$ cat src/rtl/divisor_meter.sv
// divisor_meter: measures the period of a square wave on sig_i in clknexys_i
// cycles and reports the divider setting S that produces it, where a divider
// toggling at count S gives a period of 2*(S+1) clocks.
//   err_o: 00 ok, 01 timeout/overflow, 10 odd period.
// Optional build macro DIVMETER_AVG4_EN: average four consecutive periods
// (five rising edges) into one result instead of measuring a single period.
module divisor_meter #(
  parameter int WIDTH       = 8,
  parameter int SYNC_STAGES = 2
) (
  input  logic             clknexys_i,
  input  logic             rstn_i,
  input  logic             sig_i,
  input  logic             start_i,
  output logic             busy_o,
  output logic             done_o,
  output logic [WIDTH-1:0] self_o,
  output logic [1:0]       err_o
);

  // Counter is wide enough for the ARM wait limit, so it never wraps.
  localparam int CW = WIDTH + 2;
  // Last counter values before the limit is reached; the limit itself is
  // the value loaded on the way to DONE.
  localparam logic [CW-1:0] ARM_LAST  = CW'((2 ** (WIDTH + 2)) - 2);
  localparam logic [CW-1:0] MEAS_LAST = CW'(2 ** (WIDTH + 1));

  localparam logic [1:0] ERR_OK  = 2'b00;
  localparam logic [1:0] ERR_TMO = 2'b01;
  localparam logic [1:0] ERR_ODD = 2'b10;

  typedef enum logic [1:0] {
    ST_IDLE,
    ST_ARM,
    ST_MEAS,
    ST_DONE
  } state_t;

  state_t                 state_q;
  logic [SYNC_STAGES-1:0] sync_q;
  logic                   hist_q;
  logic                   sig_edge;
  logic [CW-1:0]          cnt_q;
  logic [WIDTH-1:0]       res_self;
  logic                   res_odd;

`ifdef DIVMETER_AVG4_EN
  localparam int SW = WIDTH + 4;
  logic [SW-1:0] sum_q;
  logic [SW-1:0] sum_nxt;
  logic [1:0]    idx_q;
`endif

  // Synchronise the asynchronous input and keep one cycle of history.
  always_ff @(posedge clknexys_i or negedge rstn_i) begin
    if (!rstn_i) begin
      sync_q <= '0;
      hist_q <= 1'b0;
    end else begin
      // NOTE: non-blocking assignments make every flop sample the previous
      // value of its neighbour, which is what builds the shift chain.
      sync_q <= {sync_q[SYNC_STAGES-2:0], sig_i};
      hist_q <= sync_q[SYNC_STAGES-1];
    end
  end

  assign sig_edge = sync_q[SYNC_STAGES-1] & ~hist_q;

  // Result of a completed measurement, taken from the count at the closing edge.
  always_comb begin
`ifdef DIVMETER_AVG4_EN
    sum_nxt  = sum_q + SW'(cnt_q);
    res_self = WIDTH'((sum_nxt >> 3) - SW'(1));
    res_odd  = |sum_nxt[2:0];
`else
    res_self = WIDTH'((cnt_q >> 1) - CW'(1));
    res_odd  = cnt_q[0];
`endif
  end

  // Measurement sequencer with registered status outputs.
  always_ff @(posedge clknexys_i or negedge rstn_i) begin
    if (!rstn_i) begin
      state_q <= ST_IDLE;
      cnt_q   <= '0;
      busy_o  <= 1'b0;
      done_o  <= 1'b0;
      self_o  <= '0;
      err_o   <= ERR_OK;
`ifdef DIVMETER_AVG4_EN
      sum_q   <= '0;
      idx_q   <= '0;
`endif
    end else begin
      // NOTE: done_o defaults low every cycle so that the single assignment
      // on the way into DONE produces exactly a one-cycle pulse.
      done_o <= 1'b0;
      case (state_q)
        ST_IDLE: begin
          if (start_i) begin
            state_q <= ST_ARM;
            busy_o  <= 1'b1;
            cnt_q   <= '0;
`ifdef DIVMETER_AVG4_EN
            sum_q   <= '0;
            idx_q   <= '0;
`endif
          end
        end

        ST_ARM: begin
          // An edge takes priority over the wait limit in the same cycle.
          if (sig_edge) begin
            state_q <= ST_MEAS;
            cnt_q   <= CW'(1);
          end else if (cnt_q == ARM_LAST) begin
            state_q <= ST_DONE;
            cnt_q   <= cnt_q + CW'(1);
            busy_o  <= 1'b0;
            done_o  <= 1'b1;
            err_o   <= ERR_TMO;
          end else begin
            cnt_q <= cnt_q + CW'(1);
          end
        end

        ST_MEAS: begin
          if (sig_edge) begin
`ifdef DIVMETER_AVG4_EN
            if (idx_q != 2'd3) begin
              sum_q <= sum_nxt;
              idx_q <= idx_q + 2'd1;
              cnt_q <= CW'(1);
            end else begin
              state_q <= ST_DONE;
              busy_o  <= 1'b0;
              done_o  <= 1'b1;
              self_o  <= res_self;
              err_o   <= res_odd ? ERR_ODD : ERR_OK;
            end
`else
            state_q <= ST_DONE;
            busy_o  <= 1'b0;
            done_o  <= 1'b1;
            self_o  <= res_self;
            err_o   <= res_odd ? ERR_ODD : ERR_OK;
`endif
          end else if (cnt_q == MEAS_LAST) begin
            state_q <= ST_DONE;
            cnt_q   <= cnt_q + CW'(1);
            busy_o  <= 1'b0;
            done_o  <= 1'b1;
            err_o   <= ERR_TMO;
          end else begin
            cnt_q <= cnt_q + CW'(1);
          end
        end

        ST_DONE: begin
          state_q <= ST_IDLE;
        end

        default: begin
          state_q <= ST_IDLE;
          busy_o  <= 1'b0;
        end
      endcase
    end
  end

endmodule
$ cat config.mk
export PLATFORM = sky130hd
export DESIGN_NAME = divisor_meter
export DESIGN_NICKNAME = d
export VERILOG_FILES = /design/src/rtl/divisor_meter.sv
export SDC_FILE = /design/constraint.sdc
export NUM_CORES = 1
export LEC_CHECK = 0
export BUFFER_PORTS_ARGS = -buffer_cell sky130_fd_sc_hd__buf_2
export CORE_ASPECT_RATIO = 0.5
export CORE_MARGIN = 2
export CORE_UTILIZATION = 47
export CTS_CLUSTER_DIAMETER = 100
export DETAILED_ROUTE_END_ITERATION = 12
export GPL_ROUTABILITY_DRIVEN = 0
export PLACE_DENSITY = 0.66
export SYNTH_ARGS = -nofsm -noshare
export SYNTH_HDL_FRONTEND = slang
export SYNTH_SLANG_ARGS = --single-unit
$ cat constraint.sdc
create_clock -name clknexys_i -period 4.2 [get_ports clknexys_i]
set_input_delay 0.84 -clock clknexys_i [delete_from_list [all_inputs] [get_ports clknexys_i]]
set_output_delay 0.84 -clock clknexys_i [all_outputs]
set_load 0.02 [all_outputs]
Word level (Yosys, flattened, before mapping):

Index checks and enable logic that the tools add are counted.
W data, S select, Z words.

* $add $sub $neg: 2
* muxes and demuxes: 27
* reductions and logical operators: 8
* equal/unequal tests: 11
* bitwise operators: 2

Operator list (count)
* $mux W10: 3
* $pmux W10 S3: 1
* $eq A10 B10 Y1 const B: 2
* $mux W2: 10
* $add A10 B1 Y10 const B: 1
* $mux W1: 9
* $ne A2 B2 Y1 const B: 4
* $pmux W2 S4: 1
* $sub A8 B1 Y8 const B: 1
* $ne A3 B3 Y1 const B: 2
* $reduce_and A3 Y1: 2
* $reduce_and A5 Y1: 1
* $eq A2 B2 Y1 const B: 2
* $pmux W2 S2: 1
* $reduce_and A4 Y1: 1
* $pmux W1 S3: 1
* $reduce_bool A3 Y1: 1
* $eq A2 B1 Y1 const B: 1
* $logic_not A2 Y1: 1
* $pmux W1 S2: 1
* $reduce_and A2 Y1: 1
* $reduce_bool A2 Y1: 1
* $and A1 B1 Y1: 1
* $not A1 Y1: 1

* register bits: 27
* bits of input ports: 4

Logic depth before layout (Yosys ltp):

* depth in word-level cells: 4
* gate-level depth with buffers: 8
* gate-level depth less buffers: 7

Least setup slack after synthesis:

OpenSTA, ideal clock, no wires.

* path kind: in2reg
* start point: input port start_i
* end point: register cnt_q[8]
* arrival time: 1.700 ns
* cell stages on the path: 6
* setup slack: 2.372 ns
* setup time: 0.128 ns
* required time: 4.072 ns
* path through: nor2b_1 -> or3_1 -> clkbuf_1 -> nor3_2 -> xnor2_1 -> nor2_1

* cells in the longest elaborated chain, start to end: 2

Ends and longest elaborated chain
* start: declaration: line 14 `input logic start_i,`
* $ne A2 B2 Y1 (no source line)
* $reduce_and A3 Y1 (no source line)
* end signal: assignment: line 118 `cnt_q <= cnt_q + CW'(1);`
* end signal: assignment: line 123 `cnt_q <= cnt_q + CW'(1);`
* end signal: assignment: line 150 `cnt_q <= cnt_q + CW'(1);`
* end: declaration: line 43 `logic [CW-1:0] cnt_q;`

No other way between the ends.
A chain may end at the register's enable or synchronous reset.

Worst setup path after layout:

* start point: register state_q[0]
* end point: register cnt_q[8]

* cells in the longest elaborated chain, start to end: 3

Ends and longest elaborated chain
* start: declaration: line 39 `state_t state_q;`
* start signal: assignment: line 84 `state_q <= ST_IDLE;`
* start signal: assignment: line 101 `state_q <= ST_ARM;`
* start signal: assignment: line 114 `state_q <= ST_MEAS;`
* $eq A2 B2 Y1, or another cell as far along: line 98 `case (state_q)`
* $ne A2 B2 Y1 (no source line) or $reduce_bool A3 Y1 (tied branches)
* $reduce_and A3 Y1 (no source line)

Parallel ways exist; a longest one is shown, timed or not.

==> out/results.md <==
- **status** complete, no violations
- **post-synth top area share** 43.6%
- **Gate Count Post-Synth** 158
- **most frequent cells after synthesis** 27 x sky130_fd_sc_hd__dfrtp_1, 18 x sky130_fd_sc_hd__nand2_1, 10 x sky130_fd_sc_hd__ha_1, 9 x sky130_fd_sc_hd__nand3_1, 9 x sky130_fd_sc_hd__o21ai_0
- **DR pass1 iterations** 5
- **number of endpoints failing setup at the final stage** 0
- **post-route worst setup slack** 2.01 ns
- **Final Slew Violations** 0
- **number of warnings issued by yosys** 0
- **count of buffers inserted at the top-level ports** 15
- **maximum number of pins on one net before global-route repair** 28
- **overall die area** 0.00380 mm²
- **count of antenna-violating nets left after detailed routing** 0
- **Core Footprint** 0.00307 mm²
- **Setup Total Neg Slack** 0 ns
- **endpoint arrival time on the critical path** 2.36 ns
- **crit start category** register
- **clock slew at the register clock pins of the worst setup and hold paths** 0.10 ns
- **clock buffers created by TritonCTS** 3
- **P per Cell Area** 653 mW/mm²
- **max_slew headroom** 59.5%
- **Setup Slack @ Placement** 2.03 ns
- **worst-case clock skew** 0.00169 ns
- **count of filler cells inserted in the layout** 280
- **first-pass GRT wire length** 5290 µm
- **most frequently used flop master after synthesis** sky130_fd_sc_hd__dfrtp_1
- **depth of the CTS H-tree** 1
- **clock latency of the later-clocked register in the worst-skew pair** 0.28 ns
- **number of hold-repair buffers added at the cts stage** 0
- **top achievable clock speed** 456 MHz
- **combined area of all synthesized cells** 0.00155 mm²
- **flip-flop and latch count after synthesis** 27
- **clock tree from TritonCTS** yes
- **DR DRC count** 0
- **number of global-route vias before repair** 1065
- **y dimension of the die** 44.6 µm
- **Critical Setup Path Class** register to register
- **syn nets** 172
- **total chip power** 1.10 mW
- **routed wire length per instance** 14.5 µm
- **count of maximum capacitance violations** 0
- **Tcrit/Tclk final** 52.2%
- **number of setup buffers added after CTS** 0
- **initial antenna violation count** 0
- **aggregate routed wire length** 3060 µm
- **measured slew at the worst slew-check pin** 0.607 ns
- **Inserted Diodes** 0
- **share of post-route cells with drive strength above 1** 17.0%
- **# nets final** 186
- **global-route congestion overflow total** 0
- **iteration-0 DRC count of the detailed router** 104
- **setup repair after global routing missed its margin** no
- **Detail Placement HPWL** 2250 µm
- **horizontal die dimension** 85.2 µm
- **sequential share of the synthesized area** 43.6%
- **peak ir drop on the vdd network** 0.309 mV
- **count of endpoints failing hold in the final timing report** 0
- **highest net fanout along the worst path** 11
- **number of distinct library cells after synthesis** 41
- **Required @ worst endpoint** 4.37 ns
- **initial cell density of the core** 50.6%
- **global routing usage summed across all routing layers** 18.3%
- **class of the worst hold path** register to register
- **post-route minimum period** 2.19 ns
- **CTS sink cnt** 27
- **Synth async-reset ratio** 100%
- **count of boundary I/O pins** 16
- **average cell area after synthesis** 9.81 µm²
- **clock root cell** sky130_fd_sc_hd__clkbuf_8
- **area grow syn2layout** 9.12%
- **count of cells resized by post-cts repair** 0
- **worst hold slack** 0.379 ns
- **leakage power summed over all cells** 0.763 nW
- **Yosys top cell by area** sky130_fd_sc_hd__dfrtp_1
- **DR vias/cell** 5.44
- **number of rows in the core area** 14
- **kind of end point of the critical path** register
- **dominant cells by area after synthesis** sky130_fd_sc_hd__dfrtp_1 44%, sky130_fd_sc_hd__ha_1 8.1%, sky130_fd_sc_hd__nand2_1 4.4%
- **number of flops mapped to enable cells by yosys** 0
- **library cell with the highest instance count after synthesis** sky130_fd_sc_hd__dfrtp_1
- **total via count in the routed design** 1147
- **Max clock buf depth** 2
cells in the final DEF (no fill, tap or decap), types with 2 or more instances in the layout:
master / instances
sky130_fd_sc_hd__o21ai_1: 4
sky130_fd_sc_hd__nor2_1: 8
sky130_fd_sc_hd__nand2_1: 18
sky130_fd_sc_hd__xnor2_1: 7
sky130_fd_sc_hd__a21oi_1: 3
sky130_fd_sc_hd__nor2b_1: 2
sky130_fd_sc_hd__o21ai_0: 9
sky130_fd_sc_hd__and3b_1: 2
sky130_fd_sc_hd__dfrtp_1: 27
sky130_fd_sc_hd__buf_2: 15
sky130_fd_sc_hd__xor2_1: 4
sky130_fd_sc_hd__inv_1: 8
sky130_fd_sc_hd__a31oi_1: 3
sky130_fd_sc_hd__nor3_1: 4
sky130_fd_sc_hd__ha_1: 10
sky130_fd_sc_hd__nand4_1: 4
sky130_fd_sc_hd__nand2b_1: 4
sky130_fd_sc_hd__o22ai_1: 4
sky130_fd_sc_hd__or3_1: 2
sky130_fd_sc_hd__nand3_1: 9
sky130_fd_sc_hd__nor4_1: 2
sky130_fd_sc_hd__clkbuf_8: 3
sequential cells by signal (all words and copies together) (netlist names):
| register | cells |
|---|---|
| cnt_q | 10 |
| self_o | 8 |
| err_o | 2 |
| state_q | 2 |
| sync_q | 2 |
| busy_o | 1 |
| done_o | 1 |
| hist_q | 1 |
per-layer routing:
metal	up-vias	wire length [µm]	global-route usage, %
met3	5	174	4.66
met4	0	24	3.81
li1	578	-	-
met5	-	0	0
met1	536	1630	26.8
met2	28	1230	27.8
worst paths after layout:
check / end / slack [ns] / start / depth (start not counted)
max in group asynchronous: cnt_q[8] / 3.25 / rstn_i / 1
worst max-delay path: cnt_q[8] / 2.01 / state_q[0] / 7
min in group asynchronous: err_o[1] / 0.55 / rstn_i / 1
worst min-delay path: sync_q[1] / 0.38 / sync_q[0] / 0
worst max register to register: cnt_q[8] / 2.01 / state_q[0] / 7
worst min register to register: sync_q[1] / 0.38 / sync_q[0] / 0
layout make-up:
class                   instances  area, µm²  area share [%]
clock buffers                   3       41.3            2.44
clock inverters                 1       7.51           0.444
inverters                       8       30.0            1.78
multi-input cells             117        812            48.0
flip-flops and latches         27        676            39.9
well taps                      40       50.0            2.96
repair buffers                 15       75.1            4.44
power by group:
part / switching [mW] / internal (mW) / leakage, nW
logic: 0.337 / 0.221 / 0.400
clock network: 0.0899 / 0.0676 / 0.0217
registers: 0.0544 / 0.334 / 0.341
total: 0.481 / 0.623 / 0.763
worst max-delay path, stage by stage (launching register included):
cell	delay, ns
sky130_fd_sc_hd__dfrtp_1	0.44
sky130_fd_sc_hd__inv_1	0.12
sky130_fd_sc_hd__ha_1	0.36
sky130_fd_sc_hd__and3b_1	0.27
sky130_fd_sc_hd__or3_1	0.46
sky130_fd_sc_hd__nor3_2	0.24
sky130_fd_sc_hd__xnor2_1	0.14
sky130_fd_sc_hd__nor2_1	0.05
metrics by stage:
step	instances	utilization, %	area, µm²
after CTS	211	55.2	1690
after detailed placement	207	53.6	1640
final	211	55.2	1690
after global placement	207	53.6	1640
after floorplan	158	-	1550
after global routing	211	55.2	1690
logic make-up (layout without fill, tap and decap cells):
logic type | Yosys count | in the layout | share of synthesized area [%]
AO/OA/AOI/OAI | 31 | 31 | 13.4
XOR/XNOR | 11 | 11 | 6.21
adder cells (fa/ha/maj) | 10 | 10 | 8.07
buffers and inverters | 14 | 27 | 4.04
flip-flops | 27 | 27 | 43.6
multiplexers | 2 | 2 | 1.61
AND/OR/NAND/NOR | 63 | 63 | 23.1
(Power assumes the default switching activity.)
